File: src/rtl/iec_bus_ctrl.sv
// Device-level IEC bus sequencer: decodes ATN commands, tracks listener/talker role,
// buffers received listener bytes in a FIFO and feeds host talk bytes to the engine.
module iec_bus_ctrl #(
  parameter logic [4:0] DEVICE_ADDR = 5'd8,
  parameter int         FIFO_DEPTH  = 8,
  parameter int         TURN_CYCLES = 16
) (
  input  logic       clk,
  input  logic       reset,
  input  logic       atn,
  input  logic [7:0] rx_byte,
  input  logic       rx_ready,
  input  logic       rx_eoi,
  output logic [7:0] tx_byte,
  output logic       tx_ready,
  input  logic       tx_ack,
  output logic       engine_talk,
  output logic [7:0] lst_data,
  output logic       lst_last,
  output logic       lst_valid,
  input  logic       lst_pop,
  input  logic [7:0] tlk_data,
  input  logic       tlk_last,
  input  logic       tlk_valid,
  output logic       tlk_take,
  output logic [3:0] sec_addr,
  output logic       cmd_open,
  output logic       cmd_close,
  output logic       listening,
  output logic       talking,
  output logic       overflow
);

  localparam int AW    = $clog2(FIFO_DEPTH);
  localparam int CNT_W = AW + 1;
  localparam int CW    = (TURN_CYCLES < 1) ? 1 : $clog2(TURN_CYCLES + 1);

  typedef enum logic [2:0] {S_IDLE, S_CMD, S_LISTEN, S_TURN, S_TALK} state_t;

  state_t           state_q, state_d;
  logic             atn_q, atn_d;
  logic             listen_q, listen_d;
  logic             talk_q, talk_d;
  logic [3:0]       sec_addr_q, sec_addr_d;
  logic             cmd_open_q, cmd_open_d;
  logic             cmd_close_q, cmd_close_d;
  logic [7:0]       tx_byte_q, tx_byte_d;
  logic             tx_ready_q, tx_ready_d;
  logic             tx_last_q, tx_last_d;
  logic             engine_talk_q, engine_talk_d;
  logic             overflow_q, overflow_d;
  logic [CW-1:0]    turn_cnt_q, turn_cnt_d;
  logic [AW-1:0]    wr_ptr_q, wr_ptr_d;
  logic [AW-1:0]    rd_ptr_q, rd_ptr_d;
  logic [CNT_W-1:0] count_q, count_d;

  logic [8:0] fifo_mem [FIFO_DEPTH];
  logic       fifo_wr, fifo_rd, fifo_full;
  logic       atn_fall, atn_rise, is_secondary, tlk_take_c;

  assign atn_fall     = atn_q & ~atn;
  assign atn_rise     = ~atn_q & atn;
  assign fifo_full    = (count_q == CNT_W'(FIFO_DEPTH));
  assign is_secondary = (rx_byte[7:4] == 4'h6) || (rx_byte[7:4] == 4'hE) || (rx_byte[7:4] == 4'hF);

  always_comb begin
    state_d     = state_q;
    atn_d       = atn;
    listen_d    = listen_q;
    talk_d      = talk_q;
    sec_addr_d  = sec_addr_q;
    cmd_open_d  = 1'b0;
    cmd_close_d = 1'b0;
    tx_byte_d   = tx_byte_q;
    tx_ready_d  = tx_ready_q;
    tx_last_d   = tx_last_q;
    overflow_d  = overflow_q;
    turn_cnt_d  = turn_cnt_q;
    fifo_wr     = 1'b0;
    fifo_rd     = lst_pop && (count_q != '0);
    tlk_take_c  = 1'b0;

    case (state_q)
      S_CMD: begin
        if (rx_ready) begin
          if (rx_byte[7:5] == 3'b001) begin
            // UNLISTEN (0x3F) takes precedence over an address match
            if (rx_byte[4:0] == DEVICE_ADDR && rx_byte != 8'h3F) begin
              listen_d = 1'b1;
              talk_d   = 1'b0;
            end else begin
              listen_d = 1'b0;
            end
          end else if (rx_byte[7:5] == 3'b010) begin
            if (rx_byte[4:0] == DEVICE_ADDR && rx_byte != 8'h5F) begin
              talk_d   = 1'b1;
              listen_d = 1'b0;
            end else begin
              talk_d = 1'b0;
            end
          end else if (is_secondary && (listen_q || talk_q)) begin
            sec_addr_d  = rx_byte[3:0];
            cmd_close_d = (rx_byte[7:4] == 4'hE);
            cmd_open_d  = (rx_byte[7:4] == 4'hF);
          end
        end
        if (atn_rise) begin
          if (listen_q) begin
            state_d = S_LISTEN;
          end else if (talk_q) begin
            state_d    = S_TURN;
            turn_cnt_d = CW'(TURN_CYCLES);
          end else begin
            state_d = S_IDLE;
          end
        end
      end
      S_LISTEN: begin
        // A same-cycle pop frees a slot, so a write on a full FIFO still lands
        if (rx_ready) begin
          if (!fifo_full || fifo_rd) fifo_wr = 1'b1;
          else                       overflow_d = 1'b1;
        end
      end
      S_TURN: begin
        if (turn_cnt_q <= CW'(1)) state_d = S_TALK;
        else                      turn_cnt_d = turn_cnt_q - CW'(1);
      end
      S_TALK: begin
        if (tx_ready_q) begin
          if (tx_ack) begin
            tx_ready_d = 1'b0;
            if (tx_last_q) begin
              talk_d  = 1'b0;
              state_d = S_IDLE;
            end
          end
        end else if (tlk_valid) begin
          tx_byte_d  = tlk_data;
          tx_last_d  = tlk_last;
          tx_ready_d = 1'b1;
          tlk_take_c = 1'b1;
        end
      end
      default: ;
    endcase

    // ATN assertion preempts everything; a pending talk byte is abandoned
    if (atn_fall) begin
      state_d    = S_CMD;
      tx_ready_d = 1'b0;
      tlk_take_c = 1'b0;
    end

    engine_talk_d = (state_d == S_TALK);

    wr_ptr_d = fifo_wr ? wr_ptr_q + AW'(1) : wr_ptr_q;
    rd_ptr_d = fifo_rd ? rd_ptr_q + AW'(1) : rd_ptr_q;
    count_d  = count_q;
    if (fifo_wr && !fifo_rd)      count_d = count_q + CNT_W'(1);
    else if (!fifo_wr && fifo_rd) count_d = count_q - CNT_W'(1);
  end

  always_ff @(posedge clk) begin
    if (reset) begin
      state_q       <= S_IDLE;
      atn_q         <= 1'b1;
      listen_q      <= 1'b0;
      talk_q        <= 1'b0;
      sec_addr_q    <= '0;
      cmd_open_q    <= 1'b0;
      cmd_close_q   <= 1'b0;
      tx_byte_q     <= '0;
      tx_ready_q    <= 1'b0;
      tx_last_q     <= 1'b0;
      engine_talk_q <= 1'b0;
      overflow_q    <= 1'b0;
      turn_cnt_q    <= '0;
      wr_ptr_q      <= '0;
      rd_ptr_q      <= '0;
      count_q       <= '0;
    end else begin
      state_q       <= state_d;
      atn_q         <= atn_d;
      listen_q      <= listen_d;
      talk_q        <= talk_d;
      sec_addr_q    <= sec_addr_d;
      cmd_open_q    <= cmd_open_d;
      cmd_close_q   <= cmd_close_d;
      tx_byte_q     <= tx_byte_d;
      tx_ready_q    <= tx_ready_d;
      tx_last_q     <= tx_last_d;
      engine_talk_q <= engine_talk_d;
      overflow_q    <= overflow_d;
      turn_cnt_q    <= turn_cnt_d;
      wr_ptr_q      <= wr_ptr_d;
      rd_ptr_q      <= rd_ptr_d;
      count_q       <= count_d;
    end
  end

  always_ff @(posedge clk) begin
    if (fifo_wr) fifo_mem[wr_ptr_q] <= {rx_eoi, rx_byte};
  end

  assign lst_valid   = (count_q != '0);
  assign lst_data    = lst_valid ? fifo_mem[rd_ptr_q][7:0] : 8'h00;
  assign lst_last    = lst_valid ? fifo_mem[rd_ptr_q][8] : 1'b0;
  assign tx_byte     = tx_byte_q;
  assign tx_ready    = tx_ready_q;
  assign engine_talk = engine_talk_q;
  assign tlk_take    = tlk_take_c;
  assign sec_addr    = sec_addr_q;
  assign cmd_open    = cmd_open_q;
  assign cmd_close   = cmd_close_q;
  assign listening   = listen_q;
  assign talking     = talk_q;
  assign overflow    = overflow_q;

endmodule

File: config.mk
export PLATFORM = sky130hd
export DESIGN_NAME = iec_bus_ctrl
export DESIGN_NICKNAME = d
export VERILOG_FILES = /design/src/rtl/iec_bus_ctrl.sv
export SDC_FILE = /design/constraint.sdc
export NUM_CORES = 1
export LEC_CHECK = 0
export CORE_ASPECT_RATIO = 1.75
export CORE_UTILIZATION = 60
export DETAILED_ROUTE_END_ITERATION = 8
export GPL_TIMING_DRIVEN = 0
export PLACE_DENSITY = 0.85
export SLEW_MARGIN = 20
export SYNTH_ARGS = -nofsm -noshare
export SYNTH_HDL_FRONTEND = slang
export SYNTH_SLANG_ARGS = --single-unit
File: constraint.sdc
create_clock -name clk -period 6.7 [get_ports clk]
set_input_delay 1.34 -clock clk [delete_from_list [all_inputs] [get_ports clk]]
set_output_delay 1.34 -clock clk [all_outputs]
set_load 0.01 [all_outputs]
==> impl_metrics.env <==
export IMPL_critical_path_class="in2out"
export IMPL_synth_seq_cells=114
export IMPL_wl_per_cell_um=20.6
export IMPL_leakage_nw=2.01
export IMPL_cts_resized=0
export IMPL_required_ns=5.36
export IMPL_max_stage_delay_ns=0.55
export IMPL_std_cell_rows=42
export IMPL_die_h_um=119
export IMPL_viasPerCell=5.97
export IMPL_grt_pass1_vias=3225
export IMPL_power_density_nw_per_um2=354
export IMPL_outcome="complete, no violations"
export IMPL_yosysWarnings=0
export IMPL_antenna_cells=0
export IMPL_worstMarginPinSlew_ns=1.05
export IMPL_worstSkewPairLatency_ns=0.41
export IMPL_synth_fp_nets=367
export IMPL_tritoncts="built"
export IMPL_ant_nets=0
export IMPL_routed_wl_um=10500
export IMPL_period_share_pct=65.1
export IMPL_ctsHoldBuffers=0
export IMPL_hpwl_um=6720
export IMPL_cts_max_level=4
export IMPL_setup_viol=0
export IMPL_rsz0062_at_grt="false"
export IMPL_min_path_type="reg2reg"
export IMPL_nets=442
export IMPL_yosysTopAreaCell="edfxtp_1"
export IMPL_first_iter_violations=305
export IMPL_antenna_found_initial=0
export IMPL_ios=55
export IMPL_cp_num_buf_inv=3
export IMPL_post_cts_buffers=0
export IMPL_gp_congestion=0.813
export IMPL_cts_buffers=17
export IMPL_area_growth_pct=27.5
export IMPL_layout_drive_gt1_share_pct=15.4
export IMPL_drt_first_pass_iters=5
export IMPL_synth_area_per_cell_um2=14.1
export IMPL_max_slew_margin_rel_pct=29.7
export IMPL_cts_root_buf="clkbuf_16"
export IMPL_vias=3045
export IMPL_start_kind="primary input"
export IMPL_skew_ns=0.00879
export IMPL_drc_errors=0
export IMPL_cp_common_cell="clkdlybuf4s50_1"
export IMPL_syn_inst=334
export IMPL_grt_pass1_wl_um=16000
export IMPL_ys_seq_area_share_pct=63.8
export IMPL_synth_top_cell_area_share_pct=45.9
export IMPL_hold_ws_ns=0.492
export IMPL_fin_cells=510
export IMPL_start_util_pct=62.2
export IMPL_clk_pin_slew_ns=0.05
export IMPL_max_freq_mhz=229
export IMPL_finalCriticalPeriod_ns=4.36
export IMPL_clk_path_buf_depth=2
export IMPL_cp_top_family="buffers and inverters"
export IMPL_grt_max_degree=17
export IMPL_maxSlewViolCount=0
export IMPL_synth_area_um2=4710
export IMPL_end_kind="output pin"
export IMPL_path_cells="clkdlybuf4s50_1 > and3b_1 > buf_2 > and2_1 > clkdlybuf4s50_1"
export IMPL_numClockSinks=114
export IMPL_cp_data_arrival_time_ns=3.02
export IMPL_crit_path_max_fanout=10
export IMPL_cp_slowest_cell="clkdlybuf4s50_1"
export IMPL_maxCapViolCount=0
export IMPL_coreArea_um2=7570
export IMPL_placedCellCount=478
export IMPL_overflow=0
export IMPL_port_buffers=54
export IMPL_synthDistinctLibCells=47
export IMPL_grt_use_total_pct=28.8
export IMPL_hold_viol=0
export IMPL_ir_drop_mv=0.291
export IMPL_dieArea_um2=8220
export IMPL_tns_ns=0
export IMPL_die_w_um=68.9
export IMPL_yosys_top_cells_area="edfxtp_1 (46%), dfxtp_1 (18%), mux4_2 (8.6%)"
Yosys cell counts, drive strengths merged:
library cell and count:
xnor2 4, nor3b 2, nor4 1, and4bb 1, and2 1, nor2b 3
ha 7, fa 1, o21ai 2, dfxtp 42, edfxtp 72, inv 10
mux2 2, nand2b 9, a21oi 9, or2 2, nand4 5, a21boi 1
a211oi 5, nand2 7, a41oi 1, or4bb 1, o21a 1, xor2 4
nand3b 3, nor4b 2, and3b 1, clkbuf 6, o21bai 1, or4b 1
or4 1, nand4b 1, buf 7, and3 1, nor2 55, mux4 18
mux2i 26, or3 1, nor3 5, o31ai 1, nand3 6, o211ai 1
a31oi 3, or3b 1
report_power, final:
group / switching (W) / internal, W / total, W / leakage [nW]
registers: 0.0000156 / 0.000765 / 0.000780 / 0.987
clock network: 0.000302 / 0.000637 / 0.000939 / 0.300
logic: 0.000202 / 0.000204 / 0.000406 / 0.728
total: 0.000520 / 0.00161 / 0.00213 / 2.01
flip-flops by register name (all words and copies together) (netlist names), 3 cells and up, named ones only:
signal,cells
fifo_mem,72
tx_byte,8
turn_cnt_q,5
count_q,4
sec_addr,4
rd_ptr_q,3
state_q,3
wr_ptr_q,3
placed cells by master (no fill, tap or decap), types with 2 or more instances in the layout:
cell type        Yosys  final
edfxtp_1            72     72
nor2_1              54     54
clkdlybuf4s50_1      0     54
dfxtp_1             42     42
mux2i_1             26     26
mux4_2              18     18
clkbuf_16            0     17
inv_1               10     10
nand2b_1             9      9
a21oi_1              9      9
clkbuf_1             6      8
nand2_1              7      7
ha_1                 7      7
nand3_1              6      6
nand4_1              5      5
a211oi_1             5      5
xnor2_1              4      4
xor2_1               4      4
clkinv_2             0      4
bufinv_16            0      4
buf_2                3      3
nor2b_1              3      3
nor3_1               5      3
a31oi_1              3      3
nand3b_1             3      3
buf_6                2      2
buf_1                2      2
nor3_2               0      2
nor3b_1              2      2
or2_2                2      2
nor4b_1              2      2
o21ai_0              2      2
mux2_2               2      2
clkinvlp_4           0      2
clkbuf_8             0      2
buf_4                0      2
tightest hold or removal path, stage by stage (launching register included):
cell,delay [ns]
dfxtp_1,0.32
mux2i_1,0.06
nor2_1,0.07
metal layers:
metal / wire length, µm / vias to the layer above / global-route usage (%)
met3: 520 / 26 / 10.2
met5: 0 / - / 0
met2: 5960 / 114 / 49.6
li1: - / 1390 / -
met1: 3740 / 1515 / 29.1
met4: 297 / 0 / 14.7
per-stage QoR:
stage / total power, W / setup slack [ns] / util [%] / instance area (µm²)
6_report: 0.00213 / 2.34 / 79.3 / 6000
5_1_grt: 0.00220 / 2.29 / 79.3 / 6000
4_1_cts: 0.00214 / 2.32 / 79.3 / 6000
3_5_place_dp: 0.00120 / 2.34 / 71.1 / 5380
3_3_place_gp: 0.00118 / 2.34 / 70.8 / 5360
2_1_floorplan: 0.00104 / 3.41 / - / 4710
final cells by class:
type,instances,area [µm²]
Sequential cell,114,3000
Multi-Input combinational cell,197,1610
Fill cell,431,1570
Timing Repair Buffer,56,556
Clock buffer,21,460
Clock inverter,11,159
Tap cell,88,110
Buffer,13,67.6
Inverter,10,37.5
logic make-up (layout without fill, tap and decap cells):
family / count (synthesis) / in the layout / synth area share (%)
buffers and inverters: 23 / 111 / 2.23
adder cells (fa/ha/maj): 8 / 8 / 2.29
AO/OA/AOI/OAI: 25 / 25 / 3.35
XOR/XNOR: 8 / 8 / 1.49
multiplexers: 46 / 46 / 14.6
flip-flops: 114 / 114 / 63.8
AND/OR/NAND/NOR: 110 / 110 / 12.2
path summary, 6_finish.rpt:
path / startpoint / to / slack [ns] / cells past startpoint
worst max-delay path: tlk_valid / tlk_take / 2.34 / 5
worst min register to register: tx_byte[5] / tx_byte[5] / 0.49 / 2
worst min-delay path: tx_byte[5] / tx_byte[5] / 0.49 / 2
worst max register to register: count_q[0] / count_q[3] / 3.46 / 11
Power figures use the tool's default switching activity.
